## src/rtl/bcd_multi_timer_if.sv

```systemverilog
// ---------------------------------------------------------------------------------------------
// bcd_multi_timer_if
//   Control/data bundle between the keypad/programming logic (master) and the BCD timer
//   (slave).
//
//   Parameters:
//     NUM_FIELDS  number of two-digit BCD fields carried on prog/count
//
//   Signals:
//     tick     master -> slave  one-cycle count strobe (1 Hz enable)
//     load     master -> slave  load prog into count
//     start    master -> slave  begin or resume counting
//     pause    master -> slave  suspend counting
//     prog     master -> slave  programmed time, BCD, nibble 0 = seconds units
//     count    slave -> master  current time, same packing as prog
//     running  slave -> master  high while counting
//     done     slave -> master  one-cycle pulse on terminal count
//     alarm    slave -> master  level, high once terminal count has been reached
// ---------------------------------------------------------------------------------------------
interface bcd_multi_timer_if #(
    parameter int unsigned NUM_FIELDS = 2
);
    logic                      tick;
    logic                      load;
    logic                      start;
    logic                      pause;
    logic [8*NUM_FIELDS-1:0]   prog;
    logic [8*NUM_FIELDS-1:0]   count;
    logic                      running;
    logic                      done;
    logic                      alarm;

    modport master (
        output tick, load, start, pause, prog,
        input  count, running, done, alarm
    );

    modport slave (
        input  tick, load, start, pause, prog,
        output count, running, done, alarm
    );
endinterface

```

## src/rtl/bcd_multi_timer.sv

```systemverilog
// ---------------------------------------------------------------------------------------------
// bcd_multi_timer
//   Parametrised BCD interval timer built from NUM_FIELDS two-digit fields. Lower fields count
//   00-59, the top field counts 00-99 (e.g. MM:SS or HH:MM:SS). Counts down to all zeros or up
//   to all-maximum on each tick while running, saturates at that terminal count, pulses done
//   and raises alarm. Loaded values are sanitised digit by digit.
//
//   Optional build macro: BCD_TIMER_AUTO_RELOAD_EN
//     When defined, a shadow copy of the last accepted load is reloaded on terminal count and
//     the timer keeps running (unless the shadow itself is the terminal value).
//
//   Parameters:
//     NUM_FIELDS  number of two-digit fields (1..4), field 0 = seconds
//     DIRECTION   0 = count down to zero, 1 = count up to maximum
//
//   Ports:
//     clk_i     system clock
//     reset_ni  synchronous active-low reset
//     bus       bcd_multi_timer_if slave modport (tick/load/start/pause/prog in,
//               count/running/done/alarm out)
// ---------------------------------------------------------------------------------------------
module bcd_multi_timer #(
    parameter int unsigned NUM_FIELDS = 2,
    parameter int unsigned DIRECTION  = 0
) (
    input  logic                  clk_i,
    input  logic                  reset_ni,
    bcd_multi_timer_if.slave      bus
);

    localparam int unsigned W = 8 * NUM_FIELDS;

    typedef enum logic [1:0] {
        StIdle,
        StRun,
        StPause,
        StDone
    } state_e;

    // Largest legal value of digit i (even = units, odd = tens; only the top tens reach 9).
    function automatic logic [3:0] digit_max(input int unsigned i);
        if (i[0] == 1'b0) begin
            return 4'd9;
        end else if ((i / 2) == (NUM_FIELDS - 1)) begin
            return 4'd9;
        end else begin
            return 4'd5;
        end
    endfunction

    function automatic logic [W-1:0] terminal_count();
        logic [W-1:0] r;
        r = '0;
        if (DIRECTION != 0) begin
            for (int unsigned i = 0; i < 2 * NUM_FIELDS; i++) begin
                r[4*i +: 4] = digit_max(i);
            end
        end
        return r;
    endfunction

    localparam logic [W-1:0] Terminal = terminal_count();

    // Clamp every digit of a programmed value to its legal maximum.
    function automatic logic [W-1:0] sanitise(input logic [W-1:0] v);
        logic [W-1:0] r;
        logic [3:0]   d;
        r = v;
        for (int unsigned i = 0; i < 2 * NUM_FIELDS; i++) begin
            d = v[4*i +: 4];
            if (d > digit_max(i)) begin
                r[4*i +: 4] = digit_max(i);
            end
        end
        return r;
    endfunction

    // One-second step with a ripple borrow (down) or carry (up) through all digits.
    function automatic logic [W-1:0] step(input logic [W-1:0] v);
        logic [W-1:0] r;
        logic         c;
        logic [3:0]   d;
        r = v;
        c = 1'b1;
        for (int unsigned i = 0; i < 2 * NUM_FIELDS; i++) begin
            d = v[4*i +: 4];
            if (c) begin
                if (DIRECTION == 0) begin
                    if (d == 4'd0) begin
                        r[4*i +: 4] = digit_max(i);
                    end else begin
                        r[4*i +: 4] = d - 4'd1;
                        c = 1'b0;
                    end
                end else begin
                    if (d == digit_max(i)) begin
                        r[4*i +: 4] = 4'd0;
                    end else begin
                        r[4*i +: 4] = d + 4'd1;
                        c = 1'b0;
                    end
                end
            end
        end
        return r;
    endfunction

    state_e         state_q, state_d;
    logic [W-1:0]   count_q, count_d;
    logic           done_q,  done_d;
    logic [W-1:0]   prog_san;
    logic [W-1:0]   stepped;

`ifdef BCD_TIMER_AUTO_RELOAD_EN
    logic [W-1:0]   shadow_q, shadow_d;
`endif

    assign prog_san = sanitise(bus.prog);
    assign stepped  = step(count_q);

    always_comb begin
        state_d  = state_q;
        count_d  = count_q;
        done_d   = 1'b0;
`ifdef BCD_TIMER_AUTO_RELOAD_EN
        shadow_d = shadow_q;
        if (bus.load && (state_q != StRun)) begin
            shadow_d = prog_san;
        end
`endif
        unique case (state_q)
            StIdle: begin
                if (bus.load) begin
                    count_d = prog_san;
                end else if (bus.start) begin
                    if (count_q == Terminal) begin
                        state_d = StDone;
                        done_d  = 1'b1;
                    end else begin
                        state_d = StRun;
                    end
                end
            end
            StRun: begin
                // load and start have no effect here; pause swallows a same-cycle tick.
                if (bus.pause) begin
                    state_d = StPause;
                end else if (bus.tick) begin
                    count_d = stepped;
                    if (stepped == Terminal) begin
                        done_d = 1'b1;
`ifdef BCD_TIMER_AUTO_RELOAD_EN
                        // A terminal shadow would reload straight into terminal forever.
                        if (shadow_q != Terminal) begin
                            count_d = shadow_q;
                        end else begin
                            state_d = StDone;
                        end
`else
                        state_d = StDone;
`endif
                    end
                end
            end
            StPause: begin
                if (bus.load) begin
                    count_d = prog_san;
                    state_d = StIdle;
                end else if (bus.start) begin
                    state_d = StRun;
                end
            end
            StDone: begin
                if (bus.load) begin
                    count_d = prog_san;
                    state_d = StIdle;
                end
            end
            default: begin
                state_d = StIdle;
            end
        endcase
    end

    always_ff @(posedge clk_i) begin
        if (!reset_ni) begin
            state_q  <= StIdle;
            count_q  <= '0;
            done_q   <= 1'b0;
`ifdef BCD_TIMER_AUTO_RELOAD_EN
            shadow_q <= '0;
`endif
        end else begin
            state_q  <= state_d;
            count_q  <= count_d;
            done_q   <= done_d;
`ifdef BCD_TIMER_AUTO_RELOAD_EN
            shadow_q <= shadow_d;
`endif
        end
    end

    assign bus.count   = count_q;
    assign bus.running = (state_q == StRun);
    assign bus.alarm   = (state_q == StDone);
    assign bus.done    = done_q;

endmodule

```

## src/flat_wrapper.sv

```systemverilog
// flat-port wrapper written by rule: the top's interface ports become plain ports
module bcd_multi_timer_flat 
#(
    parameter int unsigned NUM_FIELDS = 2,
    parameter int unsigned DIRECTION  = 0
)
  (clk_i, reset_ni, bus_tick, bus_load, bus_start, bus_pause, bus_prog, bus_count, bus_running, bus_done, bus_alarm);
  bcd_multi_timer_if #(.NUM_FIELDS(NUM_FIELDS)) bus_i ();
  input  logic clk_i;
  input  logic reset_ni;
  input wire logic [$bits(bus_i.tick)-1:0] bus_tick;
  input wire logic [$bits(bus_i.load)-1:0] bus_load;
  input wire logic [$bits(bus_i.start)-1:0] bus_start;
  input wire logic [$bits(bus_i.pause)-1:0] bus_pause;
  input wire logic [$bits(bus_i.prog)-1:0] bus_prog;
  output wire logic [$bits(bus_i.count)-1:0] bus_count;
  output wire logic [$bits(bus_i.running)-1:0] bus_running;
  output wire logic [$bits(bus_i.done)-1:0] bus_done;
  output wire logic [$bits(bus_i.alarm)-1:0] bus_alarm;
  assign bus_i.tick = bus_tick;
  assign bus_i.load = bus_load;
  assign bus_i.start = bus_start;
  assign bus_i.pause = bus_pause;
  assign bus_i.prog = bus_prog;
  assign bus_count = bus_i.count;
  assign bus_running = bus_i.running;
  assign bus_done = bus_i.done;
  assign bus_alarm = bus_i.alarm;
  bcd_multi_timer #(.NUM_FIELDS(NUM_FIELDS), .DIRECTION(DIRECTION)) u_core (.clk_i(clk_i), .reset_ni(reset_ni), .bus(bus_i));
endmodule
```

## config.mk

```make
export PLATFORM = sky130hd
export DESIGN_NAME = bcd_multi_timer_flat
export DESIGN_NICKNAME = d
export VERILOG_FILES = /design/src/rtl/bcd_multi_timer_if.sv /design/src/rtl/bcd_multi_timer.sv /design/src/flat_wrapper.sv
export SDC_FILE = /design/constraint.sdc
export NUM_CORES = 1
export LEC_CHECK = 0
export CAP_MARGIN = 20
export CORE_ASPECT_RATIO = 0.6
export CORE_UTILIZATION = 45
export DETAILED_ROUTE_END_ITERATION = 16
export PLACE_DENSITY = 0.83
export SLEW_MARGIN = 25
export SYNTH_ARGS = -nofsm -noshare
export SYNTH_HDL_FRONTEND = slang
export SYNTH_SLANG_ARGS = --single-unit
```

## constraint.sdc

```tcl
create_clock -name clk_i -period 6.6 [get_ports clk_i]
set_clock_uncertainty 0.2 [all_clocks]
set_input_delay 1.32 -clock clk_i [delete_from_list [all_inputs] [get_ports clk_i]]
set_output_delay 1.32 -clock clk_i [all_outputs]
set_load 0.05 [all_outputs]
```

==> results_tabular.tex <==
\begin{tabular}{lr}
\hline
Metric & Value \\
\hline
\multicolumn{2}{l}{\textbf{Final layout}} \\
\quad Cell area after layout & 1700 sq um \\
\quad Share of cells above drive strength 1 & 4.83\% \\
\quad Post-layout net count & 230 \\
\quad Area overhead of the layout relative to synthesis & 35.9\% \\
\quad Final antenna diode count & 0 \\
\multicolumn{2}{l}{\textbf{Global route}} \\
\quad GRT Residual Overflow & 0 \\
\quad Overall Global Routing Usage & 26.8\% \\
\quad Initial antenna violation count & 0 \\
\quad Via count of the first global-routing pass & 1377 \\
\quad First-pass GRT wire length & 6.31 mm \\
\quad Maximum number of pins on one net before global-route repair & 21 \\
\multicolumn{2}{l}{\textbf{Synthesis}} \\
\quad Main area contributors after synthesis & sky130\_fd\_sc\_hd\_\_dfxtp\_1, sky130\_fd\_sc\_hd\_\_nor2\_1, sky130\_fd\_sc\_hd\_\_a21oi\_1 \\
\quad Sequential fraction of the synthesis area & 30.4\% \\
\quad Most frequently used flop master after synthesis & sky130\_fd\_sc\_hd\_\_dfxtp\_1 \\
\quad Area of the mapped netlist & 1250 sq um \\
\quad Post-synthesis cell type with the largest combined area & sky130\_fd\_sc\_hd\_\_dfxtp\_1 \\
\quad EDFF count, synth & 0 \\
\quad Flip-flop and latch count after synthesis & 19 \\
\quad Synth unique cells & 47 \\
\quad Post-synth net total & 196 \\
\quad Post-Syn Instances & 174 \\
\quad Synthesized area per cell & 7.20 sq um \\
\quad Warnings, synthesis & 0 \\
\quad Share of async-settable or async-resettable flops after synthesis & 0\% \\
\quad Area share of the largest cell type after synthesis & 30.4\% \\
\multicolumn{2}{l}{\textbf{Clock network}} \\
\quad Number of buffers inserted to repair setup after CTS & 0 \\
\quad Sinks on Clock Net & 19 \\
\quad CTS max path bufs & 2 \\
\quad Worst-Skew Late Latency & 260 ps \\
\quad H-tree Lvls & 1 \\
\quad Total of hold buffers inserted after clock tree synthesis & 0 \\
\quad Number of buffers inserted during clock tree synthesis & 3 \\
\quad Clock edge transition at the registers on the reported setup and hold paths & 70 ps \\
\quad Clock root buffer & sky130\_fd\_sc\_hd\_\_clkbuf\_8 \\
\quad Cts repair resizes & 0 \\
\quad TritonCTS clock tree & yes \\
\multicolumn{2}{l}{\textbf{Floorplan}} \\
\quad Initial Utilization & 48.6\% \\
\quad Number of ports placed on the die boundary & 41 \\
\quad Area of the die & 3010 sq um \\
\quad Die span in x & 70.1 microns \\
\quad Chip Height & 42.9 microns \\
\quad Std-Cell Rows & 14 \\
\quad Core box area & 2570 sq um \\
\multicolumn{2}{l}{\textbf{STA}} \\
\quad Transition time of the tightest slew-check pin & 892 ps \\
\quad Maximum clock frequency & 243 MHz \\
\quad Worst relative slew slack & 39.7\% \\
\quad Count of final hold-check violations & 0 \\
\quad Setup TNS & 0 ps \\
\quad Fin crit period & 4120 ps \\
\quad Final setup violation count & 0 \\
\quad RSZ-0062 raised after global routing & no \\
\quad Final worst path period share & 62.4\% \\
\quad Max-slew violation count & 0 \\
\multicolumn{2}{l}{\textbf{Setup path}} \\
\quad Startpoint kind of the worst setup timing path & register \\
\quad CP max FO & 20 \\
\quad Critical Path RT & 5080 ps \\
\quad Critical register-to-register path startpoint & u\_core.bus.count[4] \\
\quad CP Cell Sequence & nand2b\_1, inv\_1, clkdlybuf4s50\_1 \\
\quad Slowest Stage Delay on Critical Path & 920 ps \\
\quad Arrival time of the worst setup path & 2600 ps \\
\quad Critical setup path kind & register to output pin \\
\quad Library cell contributing the largest single delay on the critical path & sky130\_fd\_sc\_hd\_\_clkdlybuf4s50\_1 \\
\quad Origin of the worst setup path & u\_core.state\_q[1] \\
\quad Setup crit end kind & output pin \\
\multicolumn{2}{l}{\textbf{Min path}} \\
\quad Worst min-delay path category & register to register \\
\quad Hold Startpoint & u\_core.bus.count[10] \\
\multicolumn{2}{l}{\textbf{Routing}} \\
\quad Vias after detailed routing & 1491 \\
\quad Total length of routed wires & 3.83 mm \\
\quad Drc violations & 0 \\
\quad Number of vias per cell after detailed routing & 6.24 \\
\quad TritonRoute pass-1 iters & 4 \\
\quad Count of nets left with antenna violations after detail routing & 0 \\
\quad Average detailed-routed wire length per instance & 16.0 microns \\
\quad Iteration-0 DRC count of the detailed router & 202 \\
\multicolumn{2}{l}{\textbf{Placed design}} \\
\quad Total of buffers placed on input and output ports & 40 \\
\quad Post-detailed-placement half-perimeter wirelength & 2.75 mm \\
\quad Routability cong. & 0.903 \\
\quad Instance area after placement & 1660 sq um \\
\multicolumn{2}{l}{\textbf{Power}} \\
\quad Leakage power summed over all cells & 0.614 nW \\
\quad Worst vdd ir & 124 uV \\
\quad Pwr per Cell Area & 206 nW/um\^{}2 \\
\multicolumn{2}{l}{\textbf{Run}} \\
\quad Max-cap violations & 0 \\
\multicolumn{2}{l}{\textbf{Status}} \\
\quad Status & finished, final reports clean \\
\hline
\end{tabular}
-- worst paths after layout --
check / end / slack [ps] / depth (start not counted)
max: bus_running / 2480 / 3
min reg2reg: u_core.bus.count[10] / 330 / 2
min: u_core.bus.count[10] / 330 / 2
max reg2reg: u_core.bus.count[13] / 3830 / 5
-- kinds of logic after synthesis --
kind of cell           share of synthesized area (%)
AO/OA/AOI/OAI                                   29.0
XOR/XNOR                                       0.699
buffers and inverters                           5.29
flip-flops                                      30.4
multiplexers                                    1.70
AND/OR/NAND/NOR                                 33.0
-- cell usage after synthesis (all sizes together) (2+ instances only) --
library cell,n
nor3,10
nand2,12
clkbuf,10
nor4,2
nand3,2
o21a,2
nor2,27
dfxtp,19
o31ai,2
and3,2
inv,4
a21oi,19
nand4b,3
buf,3
nand2b,4
a31oi,2
or4,4
nand3b,2
o221a,2
o21ai,17
a311oi,2
a21o,2
-- per-stage QoR --
stage	setup slack, ps	total power, mW	hold WS [ps]	std cells	utilization (%)
CTS	2530	0.348	330	239	66.1
floorplan	3380	0.221	332	174	-
finish	2480	0.350	331	239	66.1
global route	2320	0.364	360	239	66.1
global placement	2890	0.261	302	235	64.3
detailed placement	2820	0.265	315	235	64.3
-- metal layers --
metal	GRT usage [%]	share of wire, %	wire (microns)	vias up
met5	0	0	0	-
met4	7.60	1.5	59	0
met3	6.65	11	404	8
met2	42.1	42	1620	93
met1	36.7	45	1740	678
li1	-	-	-	712
-- worst max-delay path, delay by kind of cell (launching register included) --
family,cells,cell delay [ps]
buffers and inverters,2,1520
AND/OR/NAND/NOR,1,420
flip-flops,1,390
-- area by class of cell --
cell class,instances,area (sq um)
fillers,215,873
clock buffers,4,45.0
flip-flops and latches,19,380
inverters,4,15.0
repair buffers,42,415
multi-input cells,138,806
well taps,32,40.0
-- where the power goes --
part	switching, mW	internal (mW)	total, mW
combinational	0.0755	0.0520	0.128
clock	0.0414	0.0430	0.0844
sequential	0.0151	0.123	0.138
total	0.132	0.218	0.350
-- sequential cells by signal (all words and copies together) (netlist names) --
register,cells
u_core.bus.count,16
u_core.bus.done,1
u_core.state_q,2
-- placed cells by master, fill, tap and decap left out, drive strengths merged, types with 2 or more instances in the layout --
cell type / instances
a31oi: 2
nand3b: 2
a21oi: 19
nor4: 2
nand2b: 4
o21ai: 17
clkbuf: 4
o221a: 2
or4: 4
nor2: 27
dfxtp: 19
buf: 2
inv: 4
clkdlybuf4s50: 40
nand3: 2
a21o: 2
nand4b: 3
nor3: 10
a311oi: 2
nand2: 12
o21a: 2
and3: 2
o31ai: 2
(Power assumes the default switching activity.)
